==> config.mk <==
export PLATFORM = sky130hd
export DESIGN_NAME = alocador_nos_ativos
export DESIGN_NICKNAME = d
export VERILOG_FILES = /design/src/rtl/alocador_nos_ativos.sv
export SDC_FILE = /design/constraint.sdc
export NUM_CORES = 1
export LEC_CHECK = 0
export ABC_AREA = 1
export CORE_MARGIN = 2
export CORE_UTILIZATION = 28
export DETAILED_ROUTE_END_ITERATION = 8
export RECOVER_POWER = 100
export SYNTH_ARGS = -nofsm -noshare
export SYNTH_HDL_FRONTEND = slang
export SYNTH_SLANG_ARGS = --single-unit
==> constraint.sdc <==
create_clock -name clk -period 8.65 [get_ports clk]
set_input_delay 1.73 -clock clk [delete_from_list [all_inputs] [get_ports clk]]
set_output_delay 1.73 -clock clk [all_outputs]
set_load 0.05 [all_outputs]
==> src/rtl/alocador_nos_ativos.sv <==
// -----------------------------------------------------------------------------
// alocador_nos_ativos
//
// Allocator for the pool of NUM_NA active-node (NA) slots in the path-search
// datapath. Each accepted request is looked up against the addresses held by
// active slots (hit). On an ATUALIZAR miss, the lowest free slot is allocated.
// A DESATIVAR releases the slot that holds the address. Free slots come from a
// reservation bitmap combined with the slots' active flags, so no
// initialisation sweep is needed after reset.
//
// Optional feature: define GA_TIMEOUT_EN to bound the wait for a free slot
// to TIMEOUT_CICLOS cycles. When the bound is reached the response reports a
// miss with no target.
//
// Ports
//   clk, rst_n           clock, asynchronous active-low reset
//   req_valid_i/ready_o  upstream handshake (ready only while idle)
//   req_op_i             01 = ATUALIZAR, 10 = DESATIVAR, others are dropped
//   req_*_i              request payload (address, predecessor, cost, distance)
//   na_endereco_i        flat slot addresses, slot i at [ADDR_WIDTH*i +: ADDR_WIDTH]
//   na_ativo_i           slot active flags
//   rsp_valid_o          one-cycle response pulse
//   rsp_habilitar_o      one-hot target slot (zero outside the pulse or on miss)
//   rsp_op_o             echoed op
//   rsp_miss_o           DESATIVAR miss or wait timeout
//   rsp_erro_o           more than one slot hit (the lowest one is used)
//   rsp_*_o              payload latched at acceptance
//   livres_o, cheio_o    registered free-slot count and pool-full flag
// -----------------------------------------------------------------------------
module alocador_nos_ativos #(
  parameter int NUM_NA          = 8,
  parameter int ADDR_WIDTH      = 5,
  parameter int DISTANCIA_WIDTH = 5,
  parameter int CUSTO_WIDTH     = 4,
  parameter int TIMEOUT_CICLOS  = 16,
  parameter int CNT_WIDTH       = $clog2(NUM_NA + 1)
) (
  input  logic                         clk,
  input  logic                         rst_n,
  input  logic                         req_valid_i,
  output logic                         req_ready_o,
  input  logic [1:0]                   req_op_i,
  input  logic [ADDR_WIDTH-1:0]        req_endereco_i,
  input  logic [ADDR_WIDTH-1:0]        req_anterior_i,
  input  logic [CUSTO_WIDTH-1:0]       req_custo_i,
  input  logic [DISTANCIA_WIDTH-1:0]   req_distancia_i,
  input  logic [ADDR_WIDTH*NUM_NA-1:0] na_endereco_i,
  input  logic [NUM_NA-1:0]            na_ativo_i,
  output logic                         rsp_valid_o,
  output logic [NUM_NA-1:0]            rsp_habilitar_o,
  output logic [1:0]                   rsp_op_o,
  output logic                         rsp_miss_o,
  output logic                         rsp_erro_o,
  output logic [ADDR_WIDTH-1:0]        rsp_endereco_o,
  output logic [ADDR_WIDTH-1:0]        rsp_anterior_o,
  output logic [CUSTO_WIDTH-1:0]       rsp_custo_o,
  output logic [DISTANCIA_WIDTH-1:0]   rsp_distancia_o,
  output logic [CNT_WIDTH-1:0]         livres_o,
  output logic                         cheio_o
);

  if (NUM_NA < 2 || NUM_NA > 64 || TIMEOUT_CICLOS < 1) begin : g_bad_params
    $error("alocador_nos_ativos: NUM_NA must be 2..64 and TIMEOUT_CICLOS >= 1");
  end

  localparam logic [1:0] ST_IDLE   = 2'd0;
  localparam logic [1:0] ST_BUSCA  = 2'd1;
  localparam logic [1:0] ST_ESPERA = 2'd2;
  localparam logic [1:0] ST_RESP   = 2'd3;

  localparam logic [1:0] OP_ATUALIZAR = 2'b01;
  localparam logic [1:0] OP_DESATIVAR = 2'b10;

  logic [1:0]                 state_q,     state_d;
  logic [NUM_NA-1:0]          reservado_q, reservado_d;
  logic [1:0]                 op_q,        op_d;
  logic [ADDR_WIDTH-1:0]      endereco_q,  endereco_d;
  logic [ADDR_WIDTH-1:0]      anterior_q,  anterior_d;
  logic [CUSTO_WIDTH-1:0]     custo_q,     custo_d;
  logic [DISTANCIA_WIDTH-1:0] distancia_q, distancia_d;
  logic [NUM_NA-1:0]          alvo_q,      alvo_d;
  logic                       miss_q,      miss_d;
  logic                       erro_q,      erro_d;
  logic [CNT_WIDTH-1:0]       livres_q,    livres_d;
  logic                       cheio_q,     cheio_d;

  logic [NUM_NA-1:0] hit, hit_oh, livre, livre_oh;
  logic              hit_any, hit_multi, livre_any;

`ifdef GA_TIMEOUT_EN
  localparam int TMO_W = $clog2(TIMEOUT_CICLOS + 1);
  logic [TMO_W-1:0] tmo_q, tmo_d;
`endif

  // Lookup and free-slot search, both with lowest-index priority. A slot whose
  // active flag falls in the current cycle is already free here.
  always_comb begin
    // NOTE: every variable gets a default before any conditional assignment,
    // otherwise an always_comb path that skips it infers a latch.
    hit       = '0;
    hit_oh    = '0;
    hit_any   = 1'b0;
    hit_multi = 1'b0;
    livre     = ~na_ativo_i & ~reservado_q;
    livre_oh  = '0;
    livre_any = 1'b0;
    livres_d  = '0;
    for (int i = 0; i < NUM_NA; i++) begin
      hit[i] = na_ativo_i[i] && (na_endereco_i[ADDR_WIDTH*i +: ADDR_WIDTH] == endereco_q);
      if (hit[i]) begin
        if (hit_any) hit_multi = 1'b1;
        else         hit_oh[i] = 1'b1;
        hit_any = 1'b1;
      end
      if (livre[i] && !livre_any) begin
        livre_oh[i] = 1'b1;
        livre_any   = 1'b1;
      end
      livres_d = livres_d + CNT_WIDTH'(livre[i]);
    end
    cheio_d = !livre_any;
  end

  always_comb begin
    state_d     = state_q;
    op_d        = op_q;
    endereco_d  = endereco_q;
    anterior_d  = anterior_q;
    custo_d     = custo_q;
    distancia_d = distancia_q;
    alvo_d      = alvo_q;
    miss_d      = miss_q;
    erro_d      = erro_q;
    // A sampled active flag retires the reservation; an allocation below is
    // applied afterwards so it wins over a same-cycle activation.
    reservado_d = reservado_q & ~na_ativo_i;
`ifdef GA_TIMEOUT_EN
    tmo_d       = tmo_q;
`endif
    case (state_q)
      ST_IDLE: begin
        if (req_valid_i) begin
          op_d        = req_op_i;
          endereco_d  = req_endereco_i;
          anterior_d  = req_anterior_i;
          custo_d     = req_custo_i;
          distancia_d = req_distancia_i;
          // Undefined ops are consumed without a response.
          if (req_op_i == OP_ATUALIZAR || req_op_i == OP_DESATIVAR) state_d = ST_BUSCA;
        end
      end
      ST_BUSCA, ST_ESPERA: begin
        if (hit_any) begin
          alvo_d  = hit_oh;
          erro_d  = hit_multi;
          miss_d  = 1'b0;
          state_d = ST_RESP;
        end else if (op_q == OP_DESATIVAR) begin
          alvo_d  = '0;
          erro_d  = 1'b0;
          miss_d  = 1'b1;
          state_d = ST_RESP;
        end else if (livre_any) begin
          alvo_d      = livre_oh;
          erro_d      = 1'b0;
          miss_d      = 1'b0;
          reservado_d = reservado_d | livre_oh;
          state_d     = ST_RESP;
        end else if (state_q == ST_BUSCA) begin
          state_d = ST_ESPERA;
`ifdef GA_TIMEOUT_EN
          tmo_d   = TMO_W'(TIMEOUT_CICLOS);
`endif
        end else begin
`ifdef GA_TIMEOUT_EN
          // The cycle that would bring the counter to zero ends the wait.
          if (tmo_q == TMO_W'(1)) begin
            alvo_d  = '0;
            erro_d  = 1'b0;
            miss_d  = 1'b1;
            state_d = ST_RESP;
          end else begin
            tmo_d = tmo_q - TMO_W'(1);
          end
`endif
        end
      end
      ST_RESP: begin
        if (op_q == OP_DESATIVAR) reservado_d = reservado_d & ~alvo_q;
        state_d = ST_IDLE;
      end
      default: state_d = ST_IDLE;
    endcase
  end

  always_ff @(posedge clk or negedge rst_n) begin
    if (!rst_n) begin
      state_q     <= ST_IDLE;
      // NOTE: the reservation bitmap is reset as a whole; there is no
      // background clear, so a stale bit would hide a slot forever.
      reservado_q <= '0;
      op_q        <= '0;
      endereco_q  <= '0;
      anterior_q  <= '0;
      custo_q     <= '0;
      distancia_q <= '0;
      alvo_q      <= '0;
      miss_q      <= 1'b0;
      erro_q      <= 1'b0;
      livres_q    <= '0;
      cheio_q     <= 1'b0;
    end else begin
      // NOTE: non-blocking assignments so every flop samples pre-edge values.
      state_q     <= state_d;
      reservado_q <= reservado_d;
      op_q        <= op_d;
      endereco_q  <= endereco_d;
      anterior_q  <= anterior_d;
      custo_q     <= custo_d;
      distancia_q <= distancia_d;
      alvo_q      <= alvo_d;
      miss_q      <= miss_d;
      erro_q      <= erro_d;
      livres_q    <= livres_d;
      cheio_q     <= cheio_d;
    end
  end

`ifdef GA_TIMEOUT_EN
  always_ff @(posedge clk or negedge rst_n) begin
    if (!rst_n) tmo_q <= '0;
    else        tmo_q <= tmo_d;
  end
`endif

  assign req_ready_o     = (state_q == ST_IDLE);
  assign rsp_valid_o     = (state_q == ST_RESP);
  assign rsp_habilitar_o = rsp_valid_o ? alvo_q : '0;
  assign rsp_miss_o      = rsp_valid_o & miss_q;
  assign rsp_erro_o      = rsp_valid_o & erro_q;
  assign rsp_op_o        = op_q;
  assign rsp_endereco_o  = endereco_q;
  assign rsp_anterior_o  = anterior_q;
  assign rsp_custo_o     = custo_q;
  assign rsp_distancia_o = distancia_q;
  assign livres_o        = livres_q;
  assign cheio_o         = cheio_q;

endmodule
==> impl_metrics.tcl <==
set metrics [dict create \
    wl_met1_um 4510 \
    cp-startpoint "na_ativo_i[3]" \
    top_layer "met4" \
    worst_pin_slew_ns 2.56 \
    nets 633 \
    synth_mux_area_share_pct 5.03 \
    die_w_um 113 \
    yosysWarnings 0 \
    syn_area_um2 3360 \
    post-dp-hpwl_um 7970 \
    setup_tns_ns 0 \
    ant_nets 0 \
    place_ws_ns 3.79 \
    swShare_pct 52.4 \
    crit_fanout 4 \
    syn_inst 446 \
    die_y_um 113 \
    synth_top_family_by_area "simple AND/OR/NAND/NOR gates" \
    violations "capacitance limit, slew limit" \
    drive_gt1_share_pct 9.64 \
    avgSynthCellArea_um2 7.52 \
    h-tree-depth 2 \
    fin_crit_sh_pct 53.5 \
    met3_length_um 687 \
    status "finished, violations left" \
    synth_top_area_share_pct 34.3 \
    hold_buffers 0 \
    synthTopCellsByCount "nand2_1, inv_1, dfrtp_1" \
    cts_tree "done" \
    drtPass1Iterations 4 \
    synthArstFlopShare_pct 100 \
    drc 0 \
    critPathCaptureType "register" \
    final_util_pct 40.2 \
    insertion_delay_ns 0.29 \
    cts_buffer_depth 2 \
    clk_pin_slew_worst_paths_ns 0.06 \
    reg2reg_setup_slack_ns 5.66 \
    timing.hold.ws_ns 0.490 \
    start_kind "input port" \
    worstReg2RegStart "reservado_q[1]" \
    max_cap_viol_count 1 \
    clock_sinks 46 \
    start_util_pct 29.0 \
    rsz0062_at_grt "no" \
    cts_buffers 5 \
    ys_ff_latch 46 \
    viasPerCell 4.65 \
    synth_compound_area_share_pct 7.61 \
    ys.flop_type "dfrtp_1" \
    grt_antenna_before_repair 0 \
    critical_path_required_ns 8.84 \
    cp_top_family "adder cells" \
    post_cts_resized 0 \
    pwr-share-comb_pct 61.8 \
    drv_slew 47 \
    fillers 1179 \
    synth.most_common_cell "nand2_1" \
    power_density_nw_per_um2 344 \
    synthAdderAreaFrac_pct 5.37 \
    slowest_stage "dlygate4sd3_1" \
    synth.area.top_cells "dfrtp_1, nand2_1, inv_1" \
    die_area_um2 12900 \
    crit_top_cell "inv_1" \
    grt_pass1_wl_um 16600 \
    p_leak_uw 0.00232 \
    cp_data_arrival_time_ns 4.82 \
    worst_r2r_endpoint "livres_o[1]" \
    drtIter0Drc 98 \
    synth_xor_xnor_area_share_pct 2.09 \
    synth_edf_count 0 \
    hold_viol_final 0 \
    hp-class "reg2reg" \
    critical_path_cell_count 13 \
    p_switching_uw 837 \
    ys_seq_area_share_pct 34.3 \
    syn_nets 530 \
    max_freq_mhz 216 \
    p_seq_share_pct 24.3 \
    yosysTopAreaCell "dfrtp_1" \
    numPortBuffers 109 \
    power_frac_clock_pct 13.9 \
    dr_wl_met2_um 4550 \
    crit_buf_inv 7 \
    overflow 0 \
    peakVddDrop_uv 226 \
    grt_pass1_vias 3256 \
    core_area_um2 11600 \
    fin_ws_ns 4.02 \
    ys_types 44 \
    crit_chain "dlygate4sd3_1, inv_1, nand2_1, inv_1, fa_1, inv_1, fa_1, fa_1, inv_1, ha_1, inv_1, fa_1, inv_1" \
    min_period_ns 4.63 \
    track_usage_pct 16.2 \
    rows 39 \
    wire_per_inst_um 14.3 \
    wl_um 9910 \
    cts-root-buf "clkbuf_16" \
    crit_end "livres_o[1]" \
    finalSetupViolCount 0 \
    syn_to_final_growth_pct 38.4 \
    path_class "in2reg" \
    maxSlewHeadroom_pct -70.7 \
    grt_start_max_net_pins 47 \
    final.setup_skew_ns 0.00832 \
    num_antenna_cells 0 \
    vias 3220 \
    io-pin-count 110 \
    reg2reg_depth 10 \
    yosys.area_share.simple_pct 33.9 \
    dpl-instance-area_um2 4520 \
    slowest_delay_ns 0.56 \
    fin_area_um2 4640 \
    cts_setup_buffers 0 \
    routabilityCongestion 0.884 \
    internal_power_uw 759 \
]
## how the worst min path moves through the flow
stage	endpoint	cells after the start	startpoint
after CTS	erro_q	2	erro_q
after global routing	rsp_anterior_o[2]	1	rsp_anterior_o[2]
after detailed placement	erro_q	2	erro_q
after global placement	erro_q	2	erro_q
after floorplan	erro_q	2	erro_q
final	erro_q	2	erro_q
## final cells by class
class                   instances  area [µm²]  share of cell area, %
multi-input cells             315        1770                   38.2
flip-flops and latches         46        1150                   24.8
repair buffers                109        1080                   23.4
inverters                      72         290                   6.25
well taps                     143         179                   3.85
clock buffers                   6         129                   2.77
clock inverters                 2        37.5                  0.808
## logic make-up (layout without fill, tap and decap cells)
| kind of cell | after synthesis | count (layout) |
|---|---|---|
| simple gates | 234 | 234 |
| xor+xnor | 8 | 8 |
| fa+ha+maj | 12 | 12 |
| mux | 15 | 15 |
| flops | 46 | 46 |
| compound gates | 46 | 46 |
| buf+inv | 85 | 189 |
## through the flow
step / total power [µW] / cells
final: 1600 / 693
after global routing: 1720 / 693
after CTS: 1660 / 693
after detailed placement: 1430 / 685
after global placement: 1410 / 685
after floorplan: 1130 / 446
## sequential cells by signal, summed over array words and instances (netlist names)
signal and flops:
rsp_distancia_o 5, rsp_endereco_o 5, alvo_q 8, rsp_custo_o 4
miss_q 1, erro_q 1, livres_o 4, rsp_op_o 2
reservado_q 8, rsp_anterior_o 5, state_q 2, cheio_o 1
## metal layers
layer | vias up | track usage (%)
met5 | - | 0
met4 | 0 | 4.07
met3 | 17 | 5.47
met2 | 95 | 25.9
met1 | 1495 | 21.2
li1 | 1613 | -
## worst register-to-register path: stages (launching register included)
cell,delay [ns]
dfrtp_1,0.38
nor2_1,0.27
fa_1,0.48
inv_1,0.08
fa_1,0.42
fa_1,0.43
inv_1,0.07
ha_1,0.16
inv_1,0.06
fa_1,0.48
inv_1,0.04
## power by group through the flow
stage | clock, µW | combinational, µW | sequential (µW)
after floorplan | 0 | 576 | 557
after global placement | 0 | 1020 | 393
after detailed placement | 0 | 1030 | 396
after CTS | 229 | 1040 | 393
after global routing | 234 | 1080 | 402
final | 222 | 986 | 388
## cell usage in the layout, fill, tap and decap left out, types with 8 or more instances in the layout
cell type | synthesis | routed
nand2_1 | 124 | 125
a21oi_1 | 15 | 15
nor2_1 | 44 | 46
mux2_2 | 15 | 15
nand2_2 | 9 | 9
clkdlybuf4s50_1 | 0 | 67
inv_1 | 62 | 64
ha_1 | 8 | 8
nand4_1 | 8 | 9
dlygate4sd3_1 | 0 | 41
dfrtp_1 | 46 | 46
o21ai_0 | 11 | 13
nand3_1 | 18 | 19
No activity file was read; power rests on OpenSTA's default activity.
